File: config.mk
export PLATFORM = sky130hd
export DESIGN_NAME = dma_arbiter
export DESIGN_NICKNAME = d
export VERILOG_FILES = /design/src/rtl/dma_arbiter_pkg.sv /design/src/rtl/rr_pick2.sv /design/src/rtl/dma_arbiter.sv
export SDC_FILE = /design/constraint.sdc
export NUM_CORES = 1
export LEC_CHECK = 0
export CAP_MARGIN = 5
export CORE_AREA = 4 4 98 100
export DETAILED_ROUTE_END_ITERATION = 7
export DIE_AREA = 0 0 102 104
export PLACE_DENSITY = 0.85
export SETUP_SLACK_MARGIN = 0.4
export SYNTH_ARGS = -nofsm -noshare
export SYNTH_HDL_FRONTEND = slang
export SYNTH_HIERARCHICAL = 1
export SYNTH_SLANG_ARGS = --single-unit
export TNS_END_PERCENT = 1
File: constraint.sdc
create_clock -name clk -period 3.9 [get_ports clk]
set_input_delay 1.17 -clock clk [delete_from_list [all_inputs] [get_ports clk]]
set_output_delay 1.17 -clock clk [all_outputs]
set_load 0.05 [all_outputs]
File: src/rtl/dma_arbiter_pkg.sv
// rtl/dma_arbiter_pkg.sv - shared encodings for the Unibus memory-port arbiter
package dma_arbiter_pkg;

  typedef enum logic [1:0] {
    OWNER_NONE = 2'd0,
    OWNER_CH0  = 2'd1,
    OWNER_CH1  = 2'd2,
    OWNER_CPU  = 2'd3
  } owner_e;

  typedef enum logic [1:0] {
    ST_IDLE = 2'd0,
    ST_BUSY = 2'd1,
    ST_ACK  = 2'd2
  } state_e;

endpackage

File: src/rtl/rr_pick2.sv
// rtl/rr_pick2.sv - two-way round-robin select, one-hot grant
// When both request, the channel not served last wins; otherwise the sole requester.
module rr_pick2 (
  input  logic [1:0] req,
  input  logic       last,
  output logic [1:0] grant
);

  always_comb begin
    grant = 2'b00;
    if (req == 2'b11) begin
      grant = last ? 2'b01 : 2'b10;
    end else begin
      grant = req;
    end
  end

endmodule

File: src/rtl/dma_arbiter.sv
// rtl/dma_arbiter.sv - shares one Unibus memory port between the CPU and two NPR DMA channels
// DMA outranks the CPU, channels rotate, a burst limit reserves a CPU slot, a watchdog yields NXM.
module dma_arbiter
  import dma_arbiter_pkg::*;
#(
  parameter int MAX_BURST = 4,
  parameter int TIMEOUT   = 255
) (
  input  logic        clk,
  input  logic        reset,
  input  logic [1:0]  dma_req,
  input  logic [1:0]  dma_we,
  input  logic [17:0] dma_addr0,
  input  logic [17:0] dma_addr1,
  input  logic [15:0] dma_wdata0,
  input  logic [15:0] dma_wdata1,
  output logic [1:0]  dma_ack,
  output logic [1:0]  dma_err,
  output logic [15:0] dma_rdata,
  input  logic        cpu_req,
  input  logic        cpu_we,
  input  logic [17:0] cpu_addr,
  input  logic [15:0] cpu_wdata,
  output logic        cpu_ack,
  output logic        cpu_err,
  output logic        mem_req,
  output logic        mem_we,
  output logic [17:0] mem_addr,
  output logic [15:0] mem_wdata,
  input  logic [15:0] mem_rdata,
  input  logic        mem_done,
  output logic [1:0]  owner
);

  localparam int BW = $clog2(MAX_BURST + 1);

  state_e        state;
  logic          rr_last;
  logic [BW-1:0] burst_cnt;
  logic [7:0]    wd_cnt;
  logic [1:0]    pick;
  logic          dma_go;
  logic          finish;

  rr_pick2 u_pick (
    .req   (dma_req),
    .last  (rr_last),
    .grant (pick)
  );

  // The CPU only pre-empts DMA once the burst allowance is used up while it waits.
  assign dma_go = (|dma_req) && !(cpu_req && (burst_cnt == BW'(MAX_BURST)));
  assign finish = mem_done || (wd_cnt == 8'(TIMEOUT - 1));

  always_ff @(posedge clk) begin
    if (reset) begin
      state     <= ST_IDLE;
      rr_last   <= 1'b1;
      burst_cnt <= '0;
      wd_cnt    <= '0;
      dma_ack   <= '0;
      dma_err   <= '0;
      dma_rdata <= '0;
      cpu_ack   <= 1'b0;
      cpu_err   <= 1'b0;
      mem_req   <= 1'b0;
      mem_we    <= 1'b0;
      mem_addr  <= '0;
      mem_wdata <= '0;
      owner     <= OWNER_NONE;
    end else begin
      dma_ack <= '0;
      dma_err <= '0;
      cpu_ack <= 1'b0;
      cpu_err <= 1'b0;
      case (state)
        ST_IDLE: begin
          if (dma_go) begin
            mem_req   <= 1'b1;
            wd_cnt    <= '0;
            state     <= ST_BUSY;
            rr_last   <= pick[1];
            owner     <= pick[1] ? OWNER_CH1 : OWNER_CH0;
            mem_we    <= pick[1] ? dma_we[1] : dma_we[0];
            mem_addr  <= pick[1] ? dma_addr1 : dma_addr0;
            mem_wdata <= pick[1] ? dma_wdata1 : dma_wdata0;
            if (!cpu_req) begin
              burst_cnt <= '0;
            end else if (burst_cnt != BW'(MAX_BURST)) begin
              burst_cnt <= burst_cnt + BW'(1);
            end
          end else if (cpu_req) begin
            mem_req   <= 1'b1;
            wd_cnt    <= '0;
            state     <= ST_BUSY;
            owner     <= OWNER_CPU;
            mem_we    <= cpu_we;
            mem_addr  <= cpu_addr;
            mem_wdata <= cpu_wdata;
            burst_cnt <= '0;
          end
        end
        ST_BUSY: begin
          wd_cnt <= wd_cnt + 8'd1;
          if (finish) begin
            mem_req   <= 1'b0;
            state     <= ST_ACK;
            dma_rdata <= mem_done ? mem_rdata : 16'd0;
            case (owner)
              OWNER_CH0: begin
                dma_ack <= 2'b01;
                dma_err <= {1'b0, !mem_done};
              end
              OWNER_CH1: begin
                dma_ack <= 2'b10;
                dma_err <= {!mem_done, 1'b0};
              end
              OWNER_CPU: begin
                cpu_ack <= 1'b1;
                cpu_err <= !mem_done;
              end
              default: ;
            endcase
          end
        end
        ST_ACK: begin
          owner <= OWNER_NONE;
          state <= ST_IDLE;
        end
        default: state <= ST_IDLE;
      endcase
    end
  end

endmodule

==> flow_metrics.env <==
export IMPL_outcome="finished, final reports clean"
export IMPL_regArea_sq_um=1480
export IMPL_fp_row_count=34
export IMPL_die_h_um=104
export IMPL_grt_max_degree=73
export IMPL_period_needed_ps=3020
export IMPL_fin_tns_setup_ps=0
export IMPL_place_ws_ps=547
export IMPL_irDropWorstVdd_v=0.000212
export IMPL_syn_area_sq_um=3740
export IMPL_slew_headroom_pct=55.4
export IMPL_grt_pass1_vias=3961
export IMPL_dieArea_sq_um=10600
export IMPL_area_growth_pct=58.8
export IMPL_start_kind="input pin"
export IMPL_worstMarginPinSlew_ps=667
export IMPL_worstSetupPathType="in2reg"
export IMPL_nNetsFinal=711
export IMPL_end_kind="register"
export IMPL_synth_avg_cell_area_sq_um=9.34
export IMPL_n_fill_cell=678
export IMPL_dp_hpwl_mm=9.34
export IMPL_ys_warn_count=6
export IMPL_post_cts_resized=0
export IMPL_hold_violations=0
export IMPL_setup_violations=0
export IMPL_rsz0062_at_grt="no"
export IMPL_hp_class="reg2reg"
export IMPL_gp_congestion=0.868
export IMPL_start_util_pct=43.1
export IMPL_cp_required_ps=4140
export IMPL_grt_overflow=0
export IMPL_skew_ps=11.8
export IMPL_io_pins=187
export IMPL_drtIter0Drc=154
export IMPL_die_x_um=102
export IMPL_wl_mm=12.1
export IMPL_core_area_sq_um=8680
export IMPL_io_buffers=186
export IMPL_vias=3839
export IMPL_cp_max_fo=16
export IMPL_drive_gt1_share_pct=7.41
export IMPL_grt_pass1_wl_mm=19.0
export IMPL_h_tree_depth=3
export IMPL_whs_ps=457
export IMPL_synthesis_instances=400
export IMPL_clock_sinks=74
export IMPL_first_pass_iters=5
export IMPL_drcViolationCount=0
export IMPL_numCtsBuffers=9
export IMPL_multi_input_area_sq_um=2070
export IMPL_insertion_delay_ps=340
export IMPL_power_density_nw_per_um2=386
export IMPL_fin_crit_sh_pct=77.4
export IMPL_cts_tree="yes"
export IMPL_slew_viol_final=0
export IMPL_syn_nets=536
export IMPL_grtUsageTotal_pct=22.1
export IMPL_maxCapViolations=0
export IMPL_worstPathArrival_ps=3250
export IMPL_cts_setup_buffers=0
export IMPL_fmax_ghz=0.331
export IMPL_fin_ws_ps=883
export IMPL_fin_area_sq_um=5930
export IMPL_postPlaceCellArea_sq_um=5710
export IMPL_antenna_found_initial=0
export IMPL_postRouteAntennaNets=0
export IMPL_via_per_inst=5.58
export IMPL_finalPower_mw=2.29
export IMPL_wl_per_cell_um=17.5
export IMPL_cellLeakagePower_nw=2.20
export IMPL_cts_hold_fix_buffers=0
export IMPL_clock_tree_root_cell="clkbuf_8"
export IMPL_n_antenna_cell=0
export IMPL_clk_pin_slew_ps=80
export IMPL_clockBufferDepth=2
state kept, by name (all words and copies together) (netlist names):
name,count
burst_cnt,3
cpu_ack,1
cpu_err,1
dma_ack,2
dma_err,2
dma_rdata,16
mem_addr,18
mem_req,1
mem_wdata,16
mem_we,1
owner,2
rr_last,1
state,2
wd_cnt,8
worst max-delay path, stage by stage:
cell and delay (ps):
clkdlybuf4s50_1 590, a21boi_4 610, buf_4 270, mux2i_1 220, nand3_1 110, a32o_1 270
where the power goes:
| group | internal, mW | leakage (nW) | switching [mW] | total [mW] |
|---|---|---|---|---|
| Combinational | 0.332 | 1.49 | 0.418 | 0.750 |
| Sequential | 0.824 | 0.607 | 0.0478 | 0.872 |
| Clock | 0.366 | 0.106 | 0.302 | 0.668 |
routing by layer:
metal	vias to the layer above	part of all wire, %	GRT usage, %
met5	-	0	0
met4	0	2.9	8.62
met3	25	8.7	6.44
met2	160	49	37.7
met1	1800	39	25.7
li1	1854	-	-
through the flow:
stage / utilization (%) / cells
after floorplan: - / 400
after global placement: 65.8 / 672
after detailed placement: 65.8 / 672
after CTS: 68.4 / 688
after global routing: 68.4 / 688
final: 68.4 / 688
path summary, 6_finish.rpt:
check | startpoint | to | slack [ps] | cells past startpoint
min reg2reg | dma_rdata[15]$_SDFFE_PP0P_ | dma_rdata[15]$_SDFFE_PP0P_ | 460 | 2
max | dma_req[1] | mem_addr[1]$_SDFFE_PP0P_ | 880 | 6
min | dma_rdata[15]$_SDFFE_PP0P_ | dma_rdata[15]$_SDFFE_PP0P_ | 460 | 2
max reg2reg | burst_cnt[0]$_SDFFE_PP0P_ | mem_wdata[2]$_SDFFE_PP0P_ | 1830 | 6
layout make-up:
cell class | instances | area share, %
flip-flops and latches | 74 | 25.0
multi-input cells | 280 | 34.8
repair buffers | 199 | 33.4
clock inverters | 7 | 1.71
inverters | 11 | 0.696
well taps | 108 | 2.28
clock buffers | 9 | 2.09
layout by cell type, fill, tap and decap left out, types with 2 or more instances in the layout:
cell	count
nor4_1	2
a21o_1	36
o21ai_0	5
buf_4	11
or3_1	2
nor2_1	7
clkinvlp_4	2
dfxtp_1	74
o31ai_1	2
and3_1	2
o211ai_1	4
nand2_1	35
o32ai_1	4
inv_1	10
nand4b_1	2
nor4b_1	2
a31oi_1	2
nand4_1	2
or4_1	2
nand3_1	39
or2_2	2
mux2i_1	37
nor3_1	5
buf_12	2
clkdlybuf4s50_1	186
clkbuf_8	9
a21oi_1	20
nor2b_1	2
bufinv_16	2
a32o_1	36
ha_1	9
inv_6	2
No activity file was read; power rests on OpenSTA's default activity.
